===== config.mk =====
export PLATFORM = sky130hd
export DESIGN_NAME = procyon_debug_ctrl
export DESIGN_NICKNAME = d
export VERILOG_FILES = /design/src/rtl/procyon_debug_ctrl.sv
export SDC_FILE = /design/constraint.sdc
export NUM_CORES = 1
export LEC_CHECK = 0
export CAP_MARGIN = 0
export CORE_MARGIN = 1
export CORE_UTILIZATION = 58
export CTS_CLUSTER_DIAMETER = 40
export CTS_CLUSTER_SIZE = 16
export DETAILED_ROUTE_END_ITERATION = 10
export PLACE_DENSITY = 0.77
export SYNTH_ARGS = -nofsm -noshare
export SYNTH_HDL_FRONTEND = slang
export SYNTH_SLANG_ARGS = --single-unit

===== constraint.sdc =====
create_clock -name clk -period 4.35 [get_ports clk]
set_input_delay 0.6525 -clock clk [delete_from_list [all_inputs] [get_ports clk]]
set_output_delay 0.6525 -clock clk [all_outputs]
set_load 0.02 [all_outputs]

===== src/rtl/procyon_debug_ctrl.sv =====
// procyon run/halt debug controller: clock-enable FSM, retire counter, retire history.
// Optional breakpoint halting is built when PROCYON_DEBUG_BREAKPOINT_EN is defined.
module procyon_debug_ctrl #(
    parameter int OPTN_DATA_WIDTH = 32,
    parameter int OPTN_ADDR_WIDTH = 32,
    parameter int OPTN_RAT_DEPTH  = 32,
    parameter int OPTN_HIST_DEPTH = 8,
    parameter int OPTN_CNT_WIDTH  = 16,
    parameter int OPTN_RESET_HALT = 0,
    localparam int RAT_IDX_WIDTH  = $clog2(OPTN_RAT_DEPTH),
    localparam int HIST_IDX_WIDTH = $clog2(OPTN_HIST_DEPTH)
) (
    input  logic                       clk,
    input  logic                       n_rst,
    input  logic [1:0]                 i_mode,
    input  logic [OPTN_CNT_WIDTH-1:0]  i_step_count,
    input  logic                       i_key_pulse,
    input  logic                       i_retire_en,
    input  logic [RAT_IDX_WIDTH-1:0]   i_retire_rdst,
    input  logic [OPTN_DATA_WIDTH-1:0] i_retire_data,
    input  logic                       i_redirect,
    input  logic [OPTN_ADDR_WIDTH-1:0] i_redirect_addr,
`ifdef PROCYON_DEBUG_BREAKPOINT_EN
    input  logic [OPTN_ADDR_WIDTH-1:0] i_bp_addr,
`endif
    input  logic [HIST_IDX_WIDTH-1:0]  i_hist_sel,
    output logic                       o_clk_en,
    output logic                       o_halted,
    output logic                       o_hist_valid,
    output logic [RAT_IDX_WIDTH-1:0]   o_hist_rdst,
    output logic [OPTN_DATA_WIDTH-1:0] o_hist_data,
    output logic [OPTN_CNT_WIDTH-1:0]  o_retire_count
);

    typedef enum logic [0:0] {
        RUN  = 1'b0,
        HALT = 1'b1
    } state_t;

    localparam logic [1:0] MODE_STEP  = 2'd1;
    localparam logic [1:0] MODE_COUNT = 2'd2;

    state_t                      state;
    logic [OPTN_CNT_WIDTH-1:0]   remaining;
    logic [OPTN_CNT_WIDTH-1:0]   load_val;
    logic [HIST_IDX_WIDTH-1:0]   wr_ptr;
    logic [HIST_IDX_WIDTH-1:0]   rd_idx;
    logic [HIST_IDX_WIDTH:0]     vcnt;
    logic [RAT_IDX_WIDTH-1:0]    hist_rdst [OPTN_HIST_DEPTH];
    logic [OPTN_DATA_WIDTH-1:0]  hist_data [OPTN_HIST_DEPTH];
    logic                        counted;
    logic                        bp_hit;
    logic                        halt_req;

    assign o_clk_en = (state == RUN);
    assign o_halted = ~o_clk_en;

    assign load_val = (i_step_count == '0) ? OPTN_CNT_WIDTH'(1) : i_step_count;
    assign counted  = i_retire_en & o_clk_en;

`ifdef PROCYON_DEBUG_BREAKPOINT_EN
    assign bp_hit = (i_mode == 2'd3) & i_redirect & (i_redirect_addr == i_bp_addr);
`else
    // Mode 3 degenerates to free-run; redirect info has no consumer.
    logic unused_redirect;
    assign unused_redirect = ^{i_redirect, i_redirect_addr};
    assign bp_hit = 1'b0;
`endif

    assign halt_req = i_key_pulse
                    | ((i_mode == MODE_STEP) & i_retire_en)
                    | ((i_mode == MODE_COUNT) & i_retire_en
                       & (remaining == OPTN_CNT_WIDTH'(1)))
                    | bp_hit;

    // Newest entry sits just behind the write pointer.
    assign rd_idx = wr_ptr - HIST_IDX_WIDTH'(1) - i_hist_sel;

    always_ff @(posedge clk) begin
        if (!n_rst) begin
            state          <= (OPTN_RESET_HALT != 0) ? HALT : RUN;
            remaining      <= load_val;
            o_retire_count <= '0;
            wr_ptr         <= '0;
            vcnt           <= '0;
            o_hist_valid   <= 1'b0;
            o_hist_rdst    <= '0;
            o_hist_data    <= '0;
            for (int i = 0; i < OPTN_HIST_DEPTH; i++) begin
                hist_rdst[i] <= '0;
                hist_data[i] <= '0;
            end
        end else begin
            unique case (state)
                RUN: begin
                    if (halt_req) state <= HALT;
                end
                HALT: begin
                    if (i_key_pulse) begin
                        state     <= RUN;
                        remaining <= load_val;
                    end
                end
            endcase

            if (counted) begin
                o_retire_count    <= o_retire_count + OPTN_CNT_WIDTH'(1);
                hist_rdst[wr_ptr] <= i_retire_rdst;
                hist_data[wr_ptr] <= i_retire_data;
                wr_ptr            <= wr_ptr + HIST_IDX_WIDTH'(1);
                if (vcnt != (HIST_IDX_WIDTH+1)'(OPTN_HIST_DEPTH))
                    vcnt <= vcnt + (HIST_IDX_WIDTH+1)'(1);
                if (i_mode == MODE_COUNT)
                    remaining <= remaining - OPTN_CNT_WIDTH'(1);
            end

            if ({1'b0, i_hist_sel} < vcnt) begin
                o_hist_valid <= 1'b1;
                o_hist_rdst  <= hist_rdst[rd_idx];
                o_hist_data  <= hist_data[rd_idx];
            end else begin
                o_hist_valid <= 1'b0;
                o_hist_rdst  <= '0;
                o_hist_data  <= '0;
            end
        end
    end

endmodule


Word-level counts from Yosys, hierarchy flattened --
Memories as Yosys holds them, arrays and structs flattened. A register that Yosys moved wholly into a read port is not among the register bits. Index checks and enable logic that the tools add are counted.
Cells by class: add/sub/neg operators 6, equality and inequality tests 4, bitwise logic cells 7, order comparisons 1, reductions and logical operators 7, mux-type cells 20
Operator list (count):
- 2-to-1 mux 16 bit | 6
- 2-to-1 mux 32 bit | 1
- OR reduction 32 bit | 1
- adder 16 x 1 -> 16 bit, second input constant | 1
- == test 16 x 1 -> 1 bit, second input constant | 1
- logical NOT 16 bit | 1
- subtractor 16 x 1 -> 16 bit, second input constant | 1
- 2-to-1 mux 1 bit | 9
- 2-to-1 mux 3 bit | 2
- 2-to-1 mux 5 bit | 1
- OR reduction 5 bit | 1
- adder 4 x 1 -> 4 bit, second input constant | 1
- bitwise AND 1 bit | 4
- less-than comparator 3 x 4 -> 1 bit | 1
- != test 4 bit, second input constant | 1
- AND reduction 2 bit | 2
- adder 3 x 1 -> 3 bit, second input constant | 1
- subtractor 3 x 1 -> 3 bit, second input constant | 1
- subtractor 3 bit | 1
- == test 2 x 1 -> 1 bit, second input constant | 1
- == test 2 bit, second input constant | 1
- logical NOT 1 bit | 2
- bitwise OR 1 bit | 2
- one-hot mux 1 bit (2 select lines) | 1
- NOT 1 bit | 1
Word-level totals: memory bits (writable) 296, input bits 95, output and inout port bits 56, memories 2, bits in registers 41, logic and storage cells 53
Memory list:
- hist_data | words 8, bits a word 32, read ports 1, clocked after Yosys merged registers in 1, write ports 8, line 50 | logic [OPTN_DATA_WIDTH-1:0] hist_data [OPTN_HIST_DEPTH];
- hist_rdst | words 8, bits a word 5, read ports 1, clocked after Yosys merged registers in 1, write ports 8, line 49 | logic [RAT_IDX_WIDTH-1:0] hist_rdst [OPTN_HIST_DEPTH];

Longest topological paths before layout --
Gate-level depths: netlist of the first run.
depth in word-level cells 7, gate-level depth with buffers 9, mapped depth without buffers 8

Least setup slack after synthesis of the first run --
Ideal clock, no wire load.
path kind input-to-reg, start point input i_retire_en, end point memory hist_data[7][0], enable pin, buffers on the path 0, data arrival time 3593 ps, stages 3, required time 3867 ps, path slack 274 ps, setup time 483 ps, cells stage by stage and2b_1 > nand2_1 > o21ai_0
RTL lines:
- from (decl) | line 18 | input logic i_retire_en,
- to (decl) | line 50

Final worst setup path of the first run --
start point input i_hist_sel[0], end point register o_hist_data[12], read port of hist_data
Between the ends: word-level cells in the longest chain between the ends 3, elaborated cells on any way between the ends 4, classes of those cells 1 x add/sub; 1 x order compare; 2 x reduce/logical
RTL lines:
- from (decl) | line 26 | input logic [HIST_IDX_WIDTH-1:0] i_hist_sel,
- less-than comparator 3 x 4 -> 1 bit | line 117 | if ({1'b0, i_hist_sel} < vcnt) begin
- AND reduction 2 bit (no line)
- logical NOT 1 bit (no line)
- to (decl) | line 31 | output logic [OPTN_DATA_WIDTH-1:0] o_hist_data,
Several ways; a longest one is shown, not always the timed one. A chain may end at the register's enable or synchronous reset.

==> flow_summary.json, run 1 <==
{
  "cts_resized": 0,
  "drtIter0Drc": 918,
  "ys_types": 58,
  "first_pass_iters": 5,
  "outcome": "finished clean",
  "max_freq_mhz": 312,
  "clk_latency_ns": 0.54,
  "ioPinCount": 151,
  "hold_buffers": 0,
  "synth-warning-count": 0,
  "crit_chain": "clkdlybuf4s50_1 -> inv_1 -> ha_4 -> inv_1 -> fa_4 -> xor2_1 -> xnor2_4 -> buf_12 -> mux2i_1 -> a211oi_1",
  "drv_cap": 0,
  "grt_usage_pct": 27.1,
  "worst-path-max-fanout": 20,
  "cts_root_buf": "clkbuf_16",
  "grt_pass1_vias": 9919,
  "hold_class": "flip-flop to flip-flop",
  "antenna_found_initial": 1,
  "synthTopCellsByArea": "edfxtp_1, and2_1, mux4_2",
  "drc_errors": 0,
  "rsz0062_at_grt": "false",
  "seqCellArea_um2": 10500,
  "drv_slew": 0,
  "hold_viol_final": 0,
  "start_kind": "input pin",
  "min_period_over_period_pct": 73.6,
  "ir_worst_vdd_uv": 352,
  "vias": 9823,
  "vias_per_cell": 5.90,
  "cp.arrival_ns": 3.63,
  "fillers": 1781,
  "clk_pin_slew_ns": 0.06,
  "die-area_um2": 29100,
  "fin_nets": 1353,
  "gp_congestion": 0.837,
  "power.leakage_uw": 0.00719,
  "synth-seq-cells": 374,
  "fin_util_pct": 70.9,
  "core_um2": 27900,
  "ys_seq_area_share_pct": 63.3,
  "grt_pass1_wl_mm": 58.2,
  "setup_viol": 0,
  "netlist_instances": 1125,
  "avgRoutedWirePerCell_um": 22.8,
  "overflow": 0,
  "cts_buffers": 45,
  "ant_nets": 0,
  "grt_start_max_net_pins": 40,
  "area_growth_pct": 19.7,
  "start_util_pct": 59.2,
  "multiInputGateArea_um2": 5730,
  "cts_tree": "built",
  "power.density_nw_per_um2": 450,
  "synth_flop_cell": "edfxtp_1",
  "drive_above_1_share_pct": 16.3,
  "dpl.hpwl_mm": 20.9,
  "cpMostUsedCell": "inv_1",
  "syn-num-nets": 1230,
  "slowest_stage": "xnor2_4",
  "cts_max_level": 2,
  "die_w_um": 171,
  "slew_headroom_pct": 22.1,
  "setup_tns_ns": 0,
  "yosysTopAreaCellShare_pct": 53.9,
  "synth_edf_count": 296,
  "clockBufferDepth": 3,
  "finalClockSkew_ns": 0.0124,
  "slowest_delay_ns": 0.92,
  "io_buffers": 117,
  "cp_data_required_time_ns": 4.78,
  "end_kind": "flip-flop",
  "ys_async_sr_fraction_pct": 0,
  "die_h_um": 171,
  "post-route-min-period_ns": 3.20,
  "path_class": "input pin to flip-flop",
  "holdWs_ns": 0.469,
  "yosys.area.top_type": "edfxtp_1",
  "fin_area_um2": 19700,
  "clock-sinks": 374,
  "avgSynthCellArea_um2": 14.7,
  "syn_area_um2": 16500,
  "rows": 61,
  "tightestPinTransition_ns": 1.17,
  "postRouteWirelength_mm": 37.9,
  "postPlaceCellArea_um2": 18200,
  "post_cts_buffers": 0
}
==> synthesized netlist by cell type, types with 2 or more instances <==
cell type  instances
and2_1           297
edfxtp_1         296
dfxtp_1           78
mux4_2            74
mux2i_1           45
a211oi_1          37
clkbuf_1          37
nor2_1            34
nand2_1           21
clkbuf_2          18
inv_1             15
nor3_1            15
a21oi_1           13
nand4_1           11
nand2b_1          10
xnor2_1           10
ha_1               9
nand3_1            9
nor4_1             8
o21ai_0            8
xor2_1             8
o22a_1             7
buf_2              6
clkbuf_4           5
or3_1              4
a311oi_1           3
a31oi_1            3
buf_4              3
buf_8              3
o22ai_1            3
a21o_1             2
and3_1             2
and4_1             2
nand3b_1           2
nor3b_1            2
nor4_2             2
nor4bb_1           2
==> cell type report <==
type	count	share of cell area [%]
inverter	15	0.285
antenna	1	0.0127
sequential	374	52.9
clock inverter	32	1.55
timing repair buffer	148	7.74
tap	378	2.39
multi-input combinational	664	29.0
clock buffer	52	6.10
==> routing by layer <==
layer	up-vias	GRT usage [%]	part of all wire (%)	routed length [µm]
met2	385	45.9	50	19000
met4	0	7.99	1.9	738
li1	4437	-	-	-
met5	-	0	0	0
met3	66	4.19	7.0	2660
met1	4935	36.5	41	15500
==> cell usage in the layout, fill, tap and decap left out, types with 4 or more instances in the layout <==
cell type        instances
nand2b_1                 4
o21ai_0                  6
xor2_1                   8
clkinv_2                 5
a211oi_1                37
edfxtp_1               296
nand4_1                 11
clkbuf_16               47
nand2_1                 21
clkbuf_1                 4
ha_1                     8
nor4_1                   8
clkdlybuf4s50_1        117
o22a_1                   7
inv_1                   14
buf_4                   21
buf_12                  10
nand2b_2                 6
mux2i_1                 45
nor3_2                   6
nor2_1                  32
mux4_2                  74
inv_6                    9
xnor2_1                 10
or3_1                    4
clkinv_4                 7
dfxtp_1                 78
a21oi_1                 13
and2_1                 297
nor3_1                   9
nand3_1                  9
==> power by group <==
group	leakage, µW	switching, µW	internal [µW]
sequential	0.00370	82.5	4030
clock	0.000737	1550	2170
combinational	0.00275	541	522
==> critical path: cells and delay by family <==
family	cells	cell delay, ns
xor+xnor	2	1.13
fa+ha+maj	2	0.55
buf+inv	4	0.86
compound gates	1	0.29
mux	1	0.12
==> flip-flops by register name (all words and copies together) (netlist names) <==
register and count:
hist_data 256, hist_rdst 40, o_halted 1, o_hist_data 32, o_hist_rdst 5, o_hist_valid 1, o_retire_count 16, remaining 16
vcnt 4, wr_ptr 3
==> path summary, 6_finish.rpt <==
check,from,to,slack (ns),cells past startpoint
hold reg to reg,o_retire_count[15]$_SDFFE_PN0P_,o_retire_count[15]$_SDFFE_PN0P_,0.47,2
setup / recovery,i_hist_sel[0],o_hist_data[12]$_SDFF_PN0_,1.15,10
hold / removal,o_retire_count[15]$_SDFFE_PN0P_,o_retire_count[15]$_SDFFE_PN0P_,0.47,2
setup reg to reg,wr_ptr[1]$_SDFFE_PN0P_,o_hist_data[12]$_SDFF_PN0_,1.18,7
==> stage by stage <==
step,worst slack [ns],total power (µW),instances
2_1_floorplan,0.274,4870,1125
5_1_grt,1.07,9180,1664
3_3_place_gp,0.693,5230,1579
3_5_place_dp,0.643,5260,1579
6_report,1.15,8890,1664
4_1_cts,1.14,8950,1663
==> cell families after synthesis <==
group / synth area share, %
DFF: 63.3
adders and majority gates: 0.804
muxes: 12.9
buffers and inverters: 2.55
xor gates and xnor gates: 1.12
AOI/OAI and AO/OA: 3.59
and+or+nand+nor: 15.7
(Power assumes the default switching activity.)
==> inputs of run 2 (changes only) <==
--- a/config.mk
+++ b/config.mk
@@ -7,11 +7,11 @@
 export LEC_CHECK = 0
 export CAP_MARGIN = 0
 export CORE_MARGIN = 1
-export CORE_UTILIZATION = 58
+export CORE_UTILIZATION = 52
 export CTS_CLUSTER_DIAMETER = 40
 export CTS_CLUSTER_SIZE = 16
 export DETAILED_ROUTE_END_ITERATION = 10
-export PLACE_DENSITY = 0.77
+export PLACE_DENSITY = 0.73
 export SYNTH_ARGS = -nofsm -noshare
 export SYNTH_HDL_FRONTEND = slang
 export SYNTH_SLANG_ARGS = --single-unit
==> constraint.sdc (replaced) <==
create_clock -name clk -period 2.9 [get_ports clk]
set_input_delay 0.435 -clock clk [delete_from_list [all_inputs] [get_ports clk]]
set_output_delay 0.435 -clock clk [all_outputs]
set_load 0.02 [all_outputs]
==> run 2 against run 1 <==
  * Power increased by 57%
  * Routed wire length decreased by 1.1%
  * Non-clock buffer count increased by 29
  * Clock skew increased by 0.012 ns
==> flow_summary.json, run 2 (synthesized netlist as in run 1, its figures left out) <==
{
  "cp_data_required_time_ns": 3.29,
  "min_period_over_period_pct": 92.9,
  "crit_chain": "inv_1 -> fa_4 -> buf_12 -> mux4_2 -> mux2i_1 -> a211oi_1",
  "slowest_delay_ns": 0.99,
  "ioPinCount": 151,
  "die_w_um": 180,
  "largest_reg_flops": 256,
  "vias_per_cell": 5.75,
  "drive_above_1_share_pct": 18.8,
  "vias": 9889,
  "finalClockSkew_ns": 0.0246,
  "grt_usage_pct": 23.8,
  "gp_congestion": 0.821,
  "setup_ws_ns": 0.206,
  "sw_frac_of_total_pct": 25.3,
  "cts_root_buf": "clkbuf_16",
  "dpl.hpwl_mm": 21.8,
  "power_frac_comb_pct": 12.3,
  "cts_tree": "built",
  "clk_pin_slew_ns": 0.06,
  "ir_worst_vdd_uv": 510,
  "first_pass_iters": 5,
  "avgRoutedWirePerCell_um": 21.8,
  "core_um2": 30900,
  "clockBufferDepth": 3,
  "cts_buffers": 49,
  "slowest_stage": "fa_4",
  "mostFrequentLayoutCell": "and2_1",
  "critPathTopFamily": "adder cells",
  "dp.cells": 1626,
  "max_freq_mhz": 371,
  "hold_class": "flip-flop to flip-flop",
  "wl_met1_mm": 15.5,
  "fin_nets": 1386,
  "cp_num_buf_inv": 2,
  "met2_length_mm": 18.8,
  "tightestPinTransition_ns": 0.738,
  "postRouteWirelength_mm": 37.5,
  "io_buffers": 117,
  "hold_viol_final": 0,
  "start_util_pct": 53.4,
  "antenna_found_initial": 1,
  "drv_cap": 0,
  "cp.arrival_ns": 3.08,
  "layout_common_cells": "and2_1, edfxtp_1, clkdlybuf4s50_1, dfxtp_1, mux4_2",
  "setup_viol": 0,
  "internal_power_uw": 10400,
  "slew_headroom_pct": 50.7,
  "top_layer": "met4",
  "cts_resized": 0,
  "power.density_nw_per_um2": 686,
  "grt_pass1_vias": 10300,
  "drv_slew": 0,
  "die-area_um2": 32400,
  "drc_errors": 0,
  "start_kind": "flip-flop",
  "rsz0062_at_grt": "false",
  "reg_top3": "hist_data x256, hist_rdst x40, o_hist_data x32",
  "end_kind": "flip-flop",
  "outcome": "finished clean",
  "clk_latency_ns": 0.57,
  "overflow": 0,
  "rows": 64,
  "path_class": "flip-flop to flip-flop",
  "die_h_um": 180,
  "critPathLaunch": "wr_ptr[1]$_SDFFE_PN0P_",
  "drtIter0Drc": 842,
  "largest_register": "hist_data",
  "hold_buffers": 0,
  "area_growth_pct": 23.1,
  "wl_met3_mm": 2.62,
  "worst-path-max-fanout": 20,
  "setup_tns_ns": 0,
  "power_frac_clock_pct": 43.4,
  "cts_max_level": 2,
  "post-route-min-period_ns": 2.69,
  "clock-sinks": 374,
  "total_power_uw": 13900,
  "ant_nets": 0,
  "post_cts_buffers": 0,
  "switching_power_uw": 3530,
  "grt_pass1_wl_mm": 58.8,
  "power.leakage_uw": 0.00747,
  "r2r-start": "wr_ptr[1]$_SDFFE_PN0P_",
  "fin_util_pct": 65.7,
  "hp-start": "o_retire_count[15]$_SDFFE_PN0P_",
  "grt_start_max_net_pins": 40,
  "power_frac_seq_pct": 44.3,
  "place_worst_setup_slack_ns": -0.142,
  "instances_no_fill": 1719
}
run 2: cell count changes in the layout (fill, tap and decap cells not counted):
cell | before | now
buf_4 | 21 | 38
buf_12 | 10 | 22
inv_8 | 3 | 9
clkinv_8 | 1 | 4
clkbuf_16 | 47 | 49
clkinv_1 | 2 | 0
clkinv_2 | 5 | 3
clkinv_4 | 7 | 5
inv_6 | 9 | 11
inv_12 | 0 | 1
run 2: worst paths after layout:
check | endpoint | slack (ns) | cells after the start
max | o_hist_rdst[1]$_SDFF_PN0_ | 0.21 | 6
min | o_retire_count[15]$_SDFFE_PN0P_ | 0.47 | 2
max reg2reg | o_hist_rdst[1]$_SDFF_PN0_ | 0.21 | 6
min reg2reg | o_retire_count[15]$_SDFFE_PN0P_ | 0.47 | 2
run 2: cell type report:
type / count / area [µm²]
fillers: 2199 / 10600
well taps: 396 / 495
clock buffers: 54 / 1250
clock inverters: 38 / 420
diodes: 1 / 2.50
flip-flops and latches: 374 / 10500
multi-input cells: 664 / 5730
repair buffers: 177 / 1900
inverters: 15 / 56.3
run 2: worst min-delay path: cells and delay by family, from the launching register on:
family / cells / cell delay [ns]
flip-flops: 1 / 0.32
multiplexers: 1 / 0.05
AND/OR/NAND/NOR: 1 / 0.05
run 2: through the flow:
stage                     area (µm²)  hold slack, ns
final                          20300           0.472
after CTS                      20300           0.470
after detailed placement       18600           0.462
after global routing           20300           0.485
after floorplan                16500           0.466
after global placement         18600           0.456
run 2: metal layers:
metal  GRT usage (%)  vias up
met5               0        -
met4            6.36        0
met3            4.14       60
met2            40.7      363
met1            31.6     4954
li1                -     4512
run 2: power groups by stage:
stage | combinational, µW | clock, µW | sequential, µW
4_1_cts | 1740 | 6140 | 6160
6_report | 1720 | 6040 | 6160
5_1_grt | 1840 | 6360 | 6190
3_5_place_dp | 1730 | 0 | 6280
3_3_place_gp | 1710 | 0 | 6260
2_1_floorplan | 1010 | 0 | 6290
==> inputs of run 3 (changes only) <==
--- a/config.mk
+++ b/config.mk
@@ -8,7 +8,6 @@
 export CAP_MARGIN = 0
 export CORE_MARGIN = 1
 export CORE_UTILIZATION = 52
-export CTS_CLUSTER_DIAMETER = 40
 export CTS_CLUSTER_SIZE = 16
 export DETAILED_ROUTE_END_ITERATION = 10
 export PLACE_DENSITY = 0.73
==> run 3 against run 2 <==
  * Clock power fell by 14%
  * Clock-buffer cell count fell by 1
  * Worst setup slack better by 0.038 ns
  * Sequential cell count stayed put
  * Register-to-register slack better by 0.04 ns
  * Routed wire length down 0.37%
  * Final area is 1.7% lower
  * Non-clock buffer count is the same
  * Combinational power about the same
  * Sequential power barely moved
  * Hold slack barely moved
  * Global-route usage decreased by 0.19 points
  * Largest cell class unchanged
  * Largest power group unchanged
==> flow_summary.json, run 3 (synthesized netlist as in run 1, its figures left out) <==
{
  "largest_reg_flops": 256,
  "hold_buffers": 0,
  "drv_cap": 0,
  "critPathLaunch": "wr_ptr[1]$_SDFFE_PN0P_",
  "fin_area_um2": 20000,
  "clk_pin_slew_ns": 0.06,
  "power_frac_comb_pct": 13.1,
  "cp_data_required_time_ns": 3.30,
  "crit_chain": "inv_1 -> fa_4 -> buf_4 -> mux4_2 -> mux2i_1 -> a211oi_1",
  "cp.arrival_ns": 3.05,
  "first_pass_iters": 5,
  "overflow": 0,
  "fin_nets": 1377,
  "hp-start": "o_retire_count[15]$_SDFFE_PN0P_",
  "worst-path-max-fanout": 10,
  "max_freq_mhz": 377,
  "grt_pass1_vias": 10100,
  "cts_root_buf": "clkbuf_16",
  "slew_headroom_pct": 47.1,
  "drive_above_1_share_pct": 16.9,
  "finalClockSkew_ns": 0.0217,
  "multiInputGateArea_um2": 5730,
  "switching_power_uw": 3000,
  "dpl.hpwl_mm": 21.8,
  "start_kind": "flip-flop",
  "tightestPinTransition_ns": 0.793,
  "area_growth_pct": 21.0,
  "path_class": "flip-flop to flip-flop",
  "min_period_over_period_pct": 91.6,
  "r2r_slack_ns": 0.24,
  "power_frac_clock_pct": 39.6,
  "core_um2": 30900,
  "post_cts_buffers": 0,
  "antenna_found_initial": 2,
  "setup_viol": 0,
  "drv_slew": 0,
  "sw_frac_of_total_pct": 23.0,
  "seqCellArea_um2": 10500,
  "post-route-min-period_ns": 2.66,
  "power_frac_seq_pct": 47.2,
  "largest_register": "hist_data",
  "total_power_uw": 13000,
  "fillers": 2222,
  "grt_pass1_wl_mm": 58.2,
  "internal_power_uw": 10000,
  "start_util_pct": 53.4,
  "cts_tree": "built",
  "postRouteWirelength_mm": 37.4,
  "r2r-start": "wr_ptr[1]$_SDFFE_PN0P_",
  "avgRoutedWirePerCell_um": 22.0,
  "cts_buffers": 40,
  "hold_depth": 2,
  "ir_worst_vdd_uv": 418,
  "vias": 9830,
  "setup_ws_ns": 0.244,
  "die-area_um2": 32400,
  "cts_max_level": 2,
  "rsz0062_at_grt": "false",
  "end_kind": "flip-flop",
  "slowest_delay_ns": 0.99,
  "mostFrequentLayoutCell": "and2_1",
  "rr_worst_depth": 6,
  "io_buffers": 117,
  "rows": 64,
  "die_h_um": 180,
  "reg_top3": "hist_data x256, hist_rdst x40, o_hist_data x32",
  "clockBufferDepth": 3,
  "hold_class": "flip-flop to flip-flop",
  "hold_viol_final": 0,
  "ant_nets": 0,
  "clock-sinks": 374,
  "vias_per_cell": 5.78,
  "gp_congestion": 0.821,
  "reg2reg_to": "o_hist_data[21]$_SDFF_PN0_",
  "cts_resized": 0,
  "outcome": "finished clean",
  "drc_errors": 0,
  "grt_start_max_net_pins": 40,
  "min_to": "o_retire_count[15]$_SDFFE_PN0P_",
  "clk_latency_ns": 0.54,
  "drtIter0Drc": 861,
  "ioPinCount": 151,
  "die_w_um": 180,
  "slowest_stage": "fa_4",
  "postPlaceCellArea_um2": 18600,
  "place_worst_setup_slack_ns": -0.142,
  "grt_usage_pct": 23.6,
  "power.leakage_uw": 0.00731,
  "power.density_nw_per_um2": 654,
  "layout_common_cells": "and2_1, edfxtp_1, clkdlybuf4s50_1, dfxtp_1, mux4_2"
}
-- run 3: cell count changes in the layout (fill, tap and decap cells not counted) --
| cell | before | now |
|---|---|---|
| clkinvlp_4 | 3 | 0 |
| clkbuf_16 | 49 | 41 |
| inv_6 | 11 | 2 |
| inv_12 | 1 | 0 |
| bufinv_16 | 2 | 5 |
| clkinv_1 | 0 | 6 |
| clkinv_2 | 3 | 7 |
| clkbuf_1 | 4 | 9 |
| inv_8 | 9 | 0 |
| clkbuf_8 | 1 | 3 |
| clkinv_8 | 4 | 0 |
| diode_2 | 1 | 2 |
| clkinv_4 | 5 | 1 |
-- run 3: power groups by stage --
stage          Clock, µW  Combinational [µW]  Sequential, µW
6_report            5170                1710            6170
5_1_grt             5430                1840            6190
4_1_cts             5230                1740            6170
3_5_place_dp           0                1730            6280
3_3_place_gp           0                1710            6260
2_1_floorplan          0                1010            6290
-- run 3: critical path, delay by kind of cell, from the launching register on --
| family | cells | cell delay (ns) |
|---|---|---|
| fa+ha+maj | 1 | 0.99 |
| flops | 1 | 0.49 |
| buf+inv | 2 | 0.40 |
| compound gates | 1 | 0.38 |
| mux | 2 | 0.27 |
-- run 3: area by class of cell --
type	instances	area share, %
multi-input combinational	664	28.7
tap	396	2.48
inverter	15	0.282
timing repair buffer	177	9.50
clock inverter	21	1.17
antenna	2	0.0251
clock buffer	53	5.51
sequential	374	52.3
-- run 3: how the worst max path moves through the flow --
| stage | endpoint | slack (ns) | depth (start not counted) |
|---|---|---|---|
| 3_3_place_gp | o_hist_data[5]$_SDFF_PN0_ | -0.15 | 9 |
| 5_1_grt | o_hist_data[18]$_SDFF_PN0_ | 0.15 | 7 |
| 3_5_place_dp | o_hist_data[22]$_SDFF_PN0_ | -0.14 | 9 |
| 4_1_cts | o_hist_data[22]$_SDFF_PN0_ | 0.25 | 6 |
| 6_report | o_hist_data[21]$_SDFF_PN0_ | 0.24 | 6 |
| 2_1_floorplan | hist_data[7][0]$_SDFFCE_PN0P_ | 0.02 | 3 |
-- run 3: routing by layer --
metal,track usage [%],vias up,share of wire [%]
li1,-,4471,-
met4,6.84,0,1.9
met2,39.9,378,50
met1,31.7,4931,41
met3,3.90,50,7.1
met5,0,-,0
-- run 3: through the flow --
step	setup TNS (ns)	util, %	hold slack [ns]	cells
2_1_floorplan	0	-	0.466	1125
3_3_place_gp	-3.82	60.3	0.456	1626
3_5_place_dp	-3.55	60.3	0.462	1626
5_1_grt	0	64.6	0.485	1702
6_report	0	64.6	0.473	1702
4_1_cts	0	64.6	0.470	1700
